**src/rtl/instr_decode_queue.sv**
```systemverilog
// Instruction decode queue: decodes RV32 opcodes at enqueue and buffers the
// decoded entries in a small FIFO, with a saturating illegal-instruction counter.
module instr_decode_queue #(
    parameter int WIDTH  = 32,
    parameter int DEPTH  = 2,
    parameter bit CSR_EN = 1'b1,
    parameter int CNT_W  = 16
) (
    input  logic                     clk_i,
    input  logic                     reset_i,
    input  logic                     flush_i,
    input  logic                     in_valid_i,
    output logic                     in_ready_o,
    input  logic [31:0]              instr_i,
    input  logic [WIDTH-1:0]         pc_i,
    output logic                     out_valid_o,
    input  logic                     out_ready_i,
    output logic [31:0]              instr_o,
    output logic [WIDTH-1:0]         pc_o,
    output logic                     reg_write_o,
    output logic                     alu_src_o,
    output logic                     mem_write_o,
    output logic                     width_op_o,
    output logic                     pc_base_src_o,
    output logic                     csr_we_o,
    output logic [2:0]               imm_src_o,
    output logic [2:0]               result_src_o,
    output logic [1:0]               alu_op_o,
    output logic [1:0]               branch_op_o,
    output logic                     illegal_o,
    output logic [CNT_W-1:0]         illegal_cnt_o,
    output logic [$clog2(DEPTH):0]   count_o
);

    localparam int AW = $clog2(DEPTH);
    localparam int CW = AW + 1;

    localparam logic [6:0] OP_R      = 7'b0110011;
    localparam logic [6:0] OP_I_ALU  = 7'b0010011;
    localparam logic [6:0] OP_LOAD   = 7'b0000011;
    localparam logic [6:0] OP_STORE  = 7'b0100011;
    localparam logic [6:0] OP_BRANCH = 7'b1100011;
    localparam logic [6:0] OP_JAL    = 7'b1101111;
    localparam logic [6:0] OP_JALR   = 7'b1100111;
    localparam logic [6:0] OP_LUI    = 7'b0110111;
    localparam logic [6:0] OP_AUIPC  = 7'b0010111;
    localparam logic [6:0] OP_CSR    = 7'b1110011;

    localparam logic [2:0] IMM_I   = 3'b000;
    localparam logic [2:0] IMM_S   = 3'b001;
    localparam logic [2:0] IMM_B   = 3'b010;
    localparam logic [2:0] IMM_J   = 3'b011;
    localparam logic [2:0] IMM_U   = 3'b100;
    localparam logic [2:0] IMM_CSR = 3'b101;

    localparam logic [2:0] RES_ALU      = 3'b000;
    localparam logic [2:0] RES_MEM      = 3'b001;
    localparam logic [2:0] RES_PC4      = 3'b010;
    localparam logic [2:0] RES_IMM      = 3'b011;
    localparam logic [2:0] RES_PCTARGET = 3'b100;
    localparam logic [2:0] RES_CSR      = 3'b101;

    localparam logic [1:0] BR_NON    = 2'b00;
    localparam logic [1:0] BR_BRANCH = 2'b01;
    localparam logic [1:0] BR_JUMP   = 2'b10;

    localparam logic [1:0] ALU_ADD     = 2'b00;
    localparam logic [1:0] ALU_SUB     = 2'b01;
    localparam logic [1:0] ALU_PROCESS = 2'b10;

    typedef struct packed {
        logic       reg_write;
        logic [2:0] imm_src;
        logic       alu_src;
        logic       mem_write;
        logic [2:0] result_src;
        logic [1:0] branch_op;
        logic [1:0] alu_op;
        logic       width_op;
        logic       pc_base_src;
        logic       csr_we;
        logic       illegal;
    } ctrl_t;

    typedef struct packed {
        logic [31:0]      instr;
        logic [WIDTH-1:0] pc;
        ctrl_t            ctrl;
    } entry_t;

    // Unknown opcodes (and CSR when disabled) decode to all-zero controls plus illegal.
    function automatic ctrl_t decode(input logic [6:0] op);
        ctrl_t c;
        c = '0;
        case (op)
            OP_R: begin
                c.reg_write = 1'b1; c.imm_src = IMM_I; c.result_src = RES_ALU;
                c.branch_op = BR_NON; c.alu_op = ALU_PROCESS;
            end
            OP_I_ALU: begin
                c.reg_write = 1'b1; c.imm_src = IMM_I; c.alu_src = 1'b1;
                c.result_src = RES_ALU; c.alu_op = ALU_PROCESS;
            end
            OP_LOAD: begin
                c.reg_write = 1'b1; c.imm_src = IMM_I; c.alu_src = 1'b1;
                c.result_src = RES_MEM; c.alu_op = ALU_ADD; c.width_op = 1'b1;
            end
            OP_STORE: begin
                c.imm_src = IMM_S; c.alu_src = 1'b1; c.mem_write = 1'b1;
                c.result_src = RES_ALU; c.alu_op = ALU_ADD; c.width_op = 1'b1;
            end
            OP_BRANCH: begin
                c.imm_src = IMM_B; c.result_src = RES_ALU; c.branch_op = BR_BRANCH;
                c.alu_op = ALU_SUB; c.pc_base_src = 1'b0;
            end
            OP_JAL: begin
                c.reg_write = 1'b1; c.imm_src = IMM_J; c.result_src = RES_PC4;
                c.branch_op = BR_JUMP; c.alu_op = ALU_ADD; c.pc_base_src = 1'b0;
            end
            OP_JALR: begin
                c.reg_write = 1'b1; c.imm_src = IMM_I; c.result_src = RES_PC4;
                c.branch_op = BR_JUMP; c.alu_op = ALU_ADD; c.pc_base_src = 1'b1;
            end
            OP_LUI: begin
                c.reg_write = 1'b1; c.imm_src = IMM_U; c.result_src = RES_IMM;
                c.alu_op = ALU_ADD;
            end
            OP_AUIPC: begin
                c.reg_write = 1'b1; c.imm_src = IMM_U; c.result_src = RES_PCTARGET;
                c.alu_op = ALU_ADD; c.pc_base_src = 1'b0;
            end
            OP_CSR: begin
                if (CSR_EN) begin
                    c.reg_write = 1'b1; c.imm_src = IMM_CSR; c.result_src = RES_CSR;
                    c.alu_op = ALU_ADD; c.csr_we = 1'b1;
                end else begin
                    c.illegal = 1'b1;
                end
            end
            default: c.illegal = 1'b1;
        endcase
        return c;
    endfunction

    entry_t             mem_r [DEPTH];
    logic [AW-1:0]      wr_ptr_r;
    logic [AW-1:0]      rd_ptr_r;
    logic [CW-1:0]      count_r;
    logic [CNT_W-1:0]   illegal_cnt_r;

    logic               in_ready_s;
    logic               out_valid_s;
    logic               enq_s;
    logic               deq_s;
    entry_t             new_entry_s;
    entry_t             head_s;

    assign in_ready_s  = (count_r < CW'(DEPTH));
    assign out_valid_s = (count_r != '0);
    assign enq_s       = in_valid_i && in_ready_s && !flush_i;
    assign deq_s       = out_valid_s && out_ready_i && !flush_i;

    // Build the decoded entry for the incoming instruction and mask the head when empty.
    always_comb begin
        new_entry_s       = '0;
        new_entry_s.instr = instr_i;
        new_entry_s.pc    = pc_i;
        new_entry_s.ctrl  = decode(instr_i[6:0]);
        if (out_valid_s) begin
            head_s = mem_r[rd_ptr_r];
        end else begin
            head_s = '0;
        end
    end

    // Entry storage; the write side is only ever a decoded snapshot taken at enqueue.
    always_ff @(posedge clk_i) begin
        if (reset_i) begin
            for (int i = 0; i < DEPTH; i++) begin
                mem_r[i] <= '0;
            end
        end else if (enq_s) begin
            mem_r[wr_ptr_r] <= new_entry_s;
        end
    end

    // Pointers, occupancy and the illegal counter; reset overrides flush which overrides handshakes.
    always_ff @(posedge clk_i) begin
        if (reset_i) begin
            wr_ptr_r      <= '0;
            rd_ptr_r      <= '0;
            count_r       <= '0;
            illegal_cnt_r <= '0;
        end else if (flush_i) begin
            wr_ptr_r <= '0;
            rd_ptr_r <= '0;
            count_r  <= '0;
        end else begin
            if (enq_s) begin
                wr_ptr_r <= wr_ptr_r + AW'(1);
            end
            if (deq_s) begin
                rd_ptr_r <= rd_ptr_r + AW'(1);
                if (head_s.ctrl.illegal && (illegal_cnt_r != {CNT_W{1'b1}})) begin
                    illegal_cnt_r <= illegal_cnt_r + CNT_W'(1);
                end
            end
            case ({enq_s, deq_s})
                2'b10:   count_r <= count_r + CW'(1);
                2'b01:   count_r <= count_r - CW'(1);
                default: count_r <= count_r;
            endcase
        end
    end

    assign in_ready_o    = in_ready_s;
    assign out_valid_o   = out_valid_s;
    assign count_o       = count_r;
    assign illegal_cnt_o = illegal_cnt_r;
    assign instr_o       = head_s.instr;
    assign pc_o          = head_s.pc;
    assign reg_write_o   = head_s.ctrl.reg_write;
    assign imm_src_o     = head_s.ctrl.imm_src;
    assign alu_src_o     = head_s.ctrl.alu_src;
    assign mem_write_o   = head_s.ctrl.mem_write;
    assign result_src_o  = head_s.ctrl.result_src;
    assign branch_op_o   = head_s.ctrl.branch_op;
    assign alu_op_o      = head_s.ctrl.alu_op;
    assign width_op_o    = head_s.ctrl.width_op;
    assign pc_base_src_o = head_s.ctrl.pc_base_src;
    assign csr_we_o      = head_s.ctrl.csr_we;
    assign illegal_o     = head_s.ctrl.illegal;

endmodule

```
**config.mk**
```make
export PLATFORM = sky130hd
export DESIGN_NAME = instr_decode_queue
export DESIGN_NICKNAME = d
export VERILOG_FILES = /design/src/rtl/instr_decode_queue.sv
export SDC_FILE = /design/constraint.sdc
export NUM_CORES = 1
export LEC_CHECK = 0
export BUFFER_PORTS_ARGS = -buffer_cell sky130_fd_sc_hd__buf_4
export CORE_MARGIN = 2
export CORE_UTILIZATION = 55
export DETAILED_ROUTE_END_ITERATION = 16
export PLACE_DENSITY = 0.8
export SYNTH_ARGS = -nofsm -noshare
export SYNTH_HDL_FRONTEND = slang
export SYNTH_SLANG_ARGS = --single-unit
```
**constraint.sdc**
```tcl
create_clock -name clk_i -period 9.3 [get_ports clk_i]
set_input_delay 2.79 -clock clk_i [delete_from_list [all_inputs] [get_ports clk_i]]
set_output_delay 2.79 -clock clk_i [all_outputs]
set_load 0.01 [all_outputs]
```
# Word level (Yosys, flattened, before mapping)
# Memories as Yosys holds them, arrays and structs flattened. A register that Yosys moved wholly into a read port is not among the register bits.
# Index checks and enable logic that the tools add are counted.
# W data, S select, Z words.
# word_totals
register_bits,20
ramBits,162
output_inout_bits,101
wordCells,66
memories,1
# memory_table
memory,words,width,read_ports,rd_clocked_by_memory_dff,wr,line_no,rtl
mem_r,2,81,1,1,2,145,entry_t mem_r [DEPTH];
# classes
n_addsub,5
magnitude_cmp,1
n_eq_ne,13
n_mux,23
bitwise,1
reduce_logical,18
# op_table
operator,count
$mux W81,2
$reduce_or A81 Y1,1
$pmux W3 S5,2
$eq A7 B7 Y1 const B,4
$eq A7 B6 Y1 const B,3
$add A16 B1 Y16 const B,1
$mux W1,16
$ne A16 B16 Y1 const B,1
$eq A7 B5 Y1 const B,2
$pmux W2 S2,3
$reduce_or A10 Y1,1
$reduce_or A2 Y1,5
$reduce_or A8 Y1,1
$eq A7 B2 Y1 const B,1
$logic_and A1 B1 Y1,5
$reduce_bool A2 Y1,2
$reduce_and A3 Y1,1
$reduce_or A3 Y1,1
$add A1 B1 Y1 const B,2
$add A2 B1 Y2 const B,1
$eq A2 B1 Y1 const B,1
$eq A2 B2 Y1 const B,1
$lt A2 B2 Y1 const B,1
$sub A2 B1 Y2 const B,1
other kinds (2),2

# Longest topological paths before layout
# Gate-level depths: netlist of the first run.
# logic_depth
depth_word,8
depth_mapped,9
ltp_nobuf,8

# Worst setup path after synthesis of the first run
# No wires, ideal clock.
# synth_path
path_kind,input port to flip-flop
from,input port flush_i
to,"memory mem_r[0][0] in the netlist's numbering, enable pin"
setup_time_ns,0.535
t_arrival_ns,6.975
t_required_ns,8.765
path_slack_ns,1.790
cell_stages,5
n_path_buf,1
path_cell_list,clkbuf_1 inv_1 and3_1 inv_1 o21bai_1
# synth_lines
item,line_no,rtl
"start, declared",11,"input logic flush_i,"
"end, declared",145,

==> flow_summary.ini, run 1 <==
[run_status]
status = finished, final reports clean

[timing]
setup_viol = 0
timing.final.hold_violations = 0
max_freq_ghz = 0.189
tightest_slew_ns = 1.22
final.setup.tns_ns = 0
fin_crit_sh_pct = 57.0
skew_ns = 0.00708
maxSlewViolCount = 0
rsz0062_at_grt = no
hold_ws_ns = 0.517
period_minus_slack_ns = 5.30
setup_slack_ns = 4.00
slew_headroom_pct = 18.6

[logic_synthesis]
syn_area_per_cell_sq_um = 11.9
ys_seq_area_share_pct = 62.2
synthArstFlopShare_pct = 0
synth-seq-cells = 181
yosysWarnings = 0
syn_area_sq_mm = 0.00840
syn_nets = 776
yosysUniqueCellTypes = 41
yosys_most_used_dff = edfxtp_1
synth_edf_count = 160
syn_inst = 705

[clock_network]
numCtsBuffers = 17
cts_tree = yes
post_cts_resized = 0
clockBufferDepth = 2
clk_latency_ns = 0.43
cts_root_buffer = clkbuf_16
ctsHoldBuffers = 0
clk_pin_slew_worst_paths_ns = 0.06
post_cts_buffers = 0
cts_num_sinks = 181
htree_num_levels = 4

[floorplanning]
start_util_pct = 55.7
die_w_microns = 128
die_y_microns = 128
io_pins = 170
die_area_sq_mm = 0.0163
core-area_sq_mm = 0.0151
rows = 45

[detailed_routing]
wire_per_inst_microns = 17.7
dr.pass1.iters = 5
vias = 5940
drc = 0
drt_iter0_markers = 522
ant_nets = 0
wirelength_microns = 18500
routed_via_density = 5.69

[worst_setup_path]
path_class = reg -> out
critPathLaunchType = flip-flop
crit_fanout = 65
timing.rr.end = mem_r[0][12]
crit_required_ns = 6.51
r2r_slack_ns = 6.38
cp-end-kind = output port
crit_arrival_ns = 2.51
ff2ff_path_depth = 5
crit-reg2reg-launch = count_o[1]

[hold_path]
hold_end = illegal_cnt_o[12]
holdCritStartpoint = illegal_cnt_o[12]
hp-class = reg -> reg
hold_path_depth = 2

[run]
maxCapViolCount = 0

[power]
power.leakage_nw = 4.09
power.density_mw_per_mm2 = 169
p_total_mw = 1.75
vdd_drop_max_uv = 137

[grt]
grt_pass1_vias = 5848
grt_pass1_wl_microns = 29200
grt_max_degree = 82
groute.usage.overall_pct = 23.1
overflow = 0
antenna_found_initial = 0

[final_layout]
layout.cells.non_filler = 1044
antennaDiodeCount = 0
stdcell_area_sq_mm = 0.0103
synthToLayoutAreaGrowth_pct = 23.0
final_common_cell = buf_4
drive_above_1_share_pct = 25.8
final_cell_mix = buf_4 (174), edfxtp_1 (160), nor2_1 (114), mux2i_1 (80), and3_1 (69)
nets = 914
fin_util_pct = 68.5

[placed_design]
place_ws_ns = 3.85
placed_cell_area_sq_mm = 0.00977
place_hpwl_microns = 11300
globalplace.congestion = 0.859
dpl.cell_count = 1012
port_buffers = 169
[critical path, cell delays in order, from the launching register on]
cell and delay [ns]:
dfxtp_4 0.54, buf_4 0.92, mux2i_1 0.31, nor2_1 0.09, buf_4 0.19
[where the power goes]
group | internal (mW) | leakage [nW] | switching [mW] | total [mW]
registers | 0.922 | 1.85 | 0.0105 | 0.932
clock network | 0.393 | 0.269 | 0.297 | 0.690
logic | 0.0499 | 1.97 | 0.0743 | 0.124
[metal layers]
metal | global-route usage [%] | part of all wire, % | wire length [microns]
met4 | 8.92 | 1.5 | 269
met1 | 30.4 | 42 | 7700
met3 | 4.27 | 6.2 | 1160
met2 | 38.5 | 51 | 9390
met5 | 0 | 0 | 0
[synth_stat cells, types with 2 or more instances]
cell / count / area share [%]
o21bai_1: 2 / 0.18
and3_1: 69 / 5.1
buf_1: 7 / 0.31
o21ai_0: 6 / 0.36
edfxtp_1: 160 / 57
or4_1: 6 / 0.54
a21oi_1: 13 / 0.77
nor4_1: 10 / 0.74
buf_2: 6 / 0.36
inv_1: 7 / 0.31
nor2_1: 115 / 5.1
o31ai_1: 6 / 0.54
nor2b_1: 11 / 0.82
clkbuf_1: 41 / 1.8
a211oi_1: 3 / 0.27
nand2_1: 14 / 0.63
or3_1: 6 / 0.45
xor2_1: 2 / 0.21
ha_1: 2 / 0.30
nand4_1: 5 / 0.37
xnor2_1: 4 / 0.42
and2_1: 65 / 4.8
a31oi_1: 2 / 0.15
nand3_1: 7 / 0.42
mux2_2: 7 / 0.94
dfxtp_1: 21 / 5.0
nor3_1: 10 / 0.60
nand2b_1: 4 / 0.30
or2_2: 2 / 0.15
mux2i_1: 80 / 9.5
and4_1: 2 / 0.21
[worst max-delay path by stage]
stage | to | cells past startpoint
after floorplan | mem_r[0][0] | 5
after global placement | mem_r[0][12] | 6
after detailed placement | mem_r[0][12] | 6
after CTS | instr_o[3] | 4
after global routing | pc_o[1] | 4
final | pc_o[24] | 4
[flip-flops by register name, summed over array words and instances (netlist names), named ones only]
signal,flops
mem_r,160
rd_ptr_r,1
illegal_cnt_o,16
wr_ptr_r,1
count_o,2
[cell families (layout without fill, tap and decap cells)]
group / count (synthesis) / count (layout) / share of synthesized area [%]
AND/OR/NAND/NOR: 331 / 331 / 21.0
flip-flops: 181 / 181 / 62.2
multiplexers: 87 / 87 / 10.5
buffers and inverters: 62 / 213 / 2.90
AO/OA/AOI/OAI: 36 / 36 / 2.58
XOR/XNOR: 6 / 6 / 0.625
adder cells (fa/ha/maj): 2 / 2 / 0.298
[area by class of cell]
cell class                 count  area [sq um]
tap                          188           235
sequential                   181          5230
timing repair buffer         174          1310
inverter                       7          26.3
fill                        1118          4750
clock inverter                14           135
multi-input combinational    462          2980
clock buffer                  18           429
Power figures use the tool's default switching activity.
==> run 2, diff against run 1 <==
==> constraint.sdc (replaced) <==
create_clock -name clk_i -period 5.56 [get_ports clk_i]
set_input_delay 1.668 -clock clk_i [delete_from_list [all_inputs] [get_ports clk_i]]
set_output_delay 1.668 -clock clk_i [all_outputs]
set_load 0.01 [all_outputs]
==> run 2 against run 1 <==
Against the previous run: critical path depth unchanged; sequential share of layout area down 0.36 points; combinational power rose by 62%; die area stayed put; final area up 0.71%; critical endpoint is now pc_o[21]; wire length decreased by 0.35%; global-route usage is 0.32 points lower; largest cell class unchanged; power up 72%; hold slack improved by 0.015 ns; utilization up 0.49 points.
==> flow_summary.ini, run 2 (same netlist as run 1, synthesis figures left out) <==
[placed_design]
globalplace.congestion = 0.820
placed_cell_area_sq_mm = 0.00979
place_ws_ns = 1.57
port_buffers = 169
place_hpwl_microns = 11200
dpl.cell_count = 1013

[worst_setup_path]
path_class = reg -> out
cp-end-kind = output port
crit_arrival_ns = 2.36
crit_required_ns = 3.89
crit_fanout = 52
critPathLaunchType = flip-flop

[detailed_routing]
wirelength_microns = 18500
vias = 5966
dr.pass1.iters = 8
drt_iter0_markers = 374
routed_via_density = 5.71
drc = 0
wire_per_inst_microns = 17.7
ant_nets = 0

[final_layout]
stdcell_area_sq_mm = 0.0104
num-fill-cells = 1080
largest_register_ffs = 160
final_cell_mix = buf_4 (174), edfxtp_1 (160), nor2_1 (114), mux2i_1 (80), and3_1 (69)
multi_input_area_sq_mm = 0.00298
nets = 915
seq_area_sq_mm = 0.00523
final_common_cell = buf_4
layout.cells.non_filler = 1045
antennaDiodeCount = 0
regMostFlops = mem_r
drive_above_1_share_pct = 26.3
fin_util_pct = 69.0
synthToLayoutAreaGrowth_pct = 23.9

[timing]
skew_ns = 0.00592
rsz0062_at_grt = no
hold_ws_ns = 0.532
maxSlewViolCount = 0
period_minus_slack_ns = 4.03
setup_slack_ns = 1.53
fin_crit_sh_pct = 72.4
timing.final.hold_violations = 0
slew_headroom_pct = 18.8
max_freq_ghz = 0.248
setup_viol = 0
tightest_slew_ns = 1.22
final.setup.tns_ns = 0

[clock_network]
cts_root_buffer = clkbuf_16
post_cts_buffers = 0
cts_tree = yes
ctsHoldBuffers = 0
cts_num_sinks = 181
clockBufferDepth = 2
numCtsBuffers = 17
clk_latency_ns = 0.43
clk_pin_slew_worst_paths_ns = 0.07
htree_num_levels = 4
post_cts_resized = 0

[power]
power.density_mw_per_mm2 = 289
p_total_mw = 3.01
vdd_drop_max_uv = 172
power.leakage_nw = 4.13

[grt]
grt_pass1_wl_microns = 28800
use_met1_pct = 30.1
grt_max_degree = 82
grt_use_met2_pct = 37.7
grt_pass1_vias = 5817
antenna_found_initial = 0
overflow = 0
grtUsageMet3_pct = 5.11
groute.usage.overall_pct = 22.8
busiest_layer = met2

[floorplanning]
io_pins = 170
start_util_pct = 55.7
rows = 45
die_w_microns = 128
die_y_microns = 128
core-area_sq_mm = 0.0151
die_area_sq_mm = 0.0163

[run_status]
status = finished, final reports clean

[hold_path]
hp-class = reg -> reg

[run]
maxCapViolCount = 0
==> run 2: changes by cell type in the layout (fill, tap and decap cells not counted), sizes merged <==
cell and delta:
clkbuf +2, clkinvlp -2, buf +1, bufinv +1, inv -1
==> run 2: area by class of cell <==
| type | instances | area share [%] |
|---|---|---|
| inverters | 7 | 0.252 |
| multi-input cells | 462 | 28.6 |
| flip-flops and latches | 181 | 50.2 |
| clock inverters | 12 | 1.45 |
| well taps | 188 | 2.26 |
| repair buffers | 175 | 12.7 |
| clock buffers | 20 | 4.48 |
==> run 2: metal layers <==
layer  share of wire [%]  up-vias
met3                 6.9       22
met4                 1.4        0
met1                  42     2903
met2                  49      226
met5                   0        -
li1                    -     2815
==> run 2: critical path, cell delays in order, from the launching register on <==
cell     delay (ns)
dfxtp_4        0.98
buf_4          0.43
mux2i_1        0.26
nor2_1         0.07
buf_4          0.19
==> run 2: worst paths after layout <==
| kind | startpoint | to | slack (ns) | cells past startpoint |
|---|---|---|---|---|
| setup reg to reg | flip-flop | illegal_cnt_o[10] | 2.60 | 4 |
| hold reg to reg | illegal_cnt_o[12] | illegal_cnt_o[12] | 0.53 | 2 |
| setup / recovery | flip-flop | pc_o[21] | 1.53 | 4 |
| hold / removal | illegal_cnt_o[12] | illegal_cnt_o[12] | 0.53 | 2 |
==> run 2: report_power, final <==
group	total (mW)	switching [mW]	internal, mW
Sequential	1.56	0.0240	1.54
Combinational	0.201	0.116	0.0848
Clock	1.24	0.499	0.743
Total	3.01	0.640	2.37
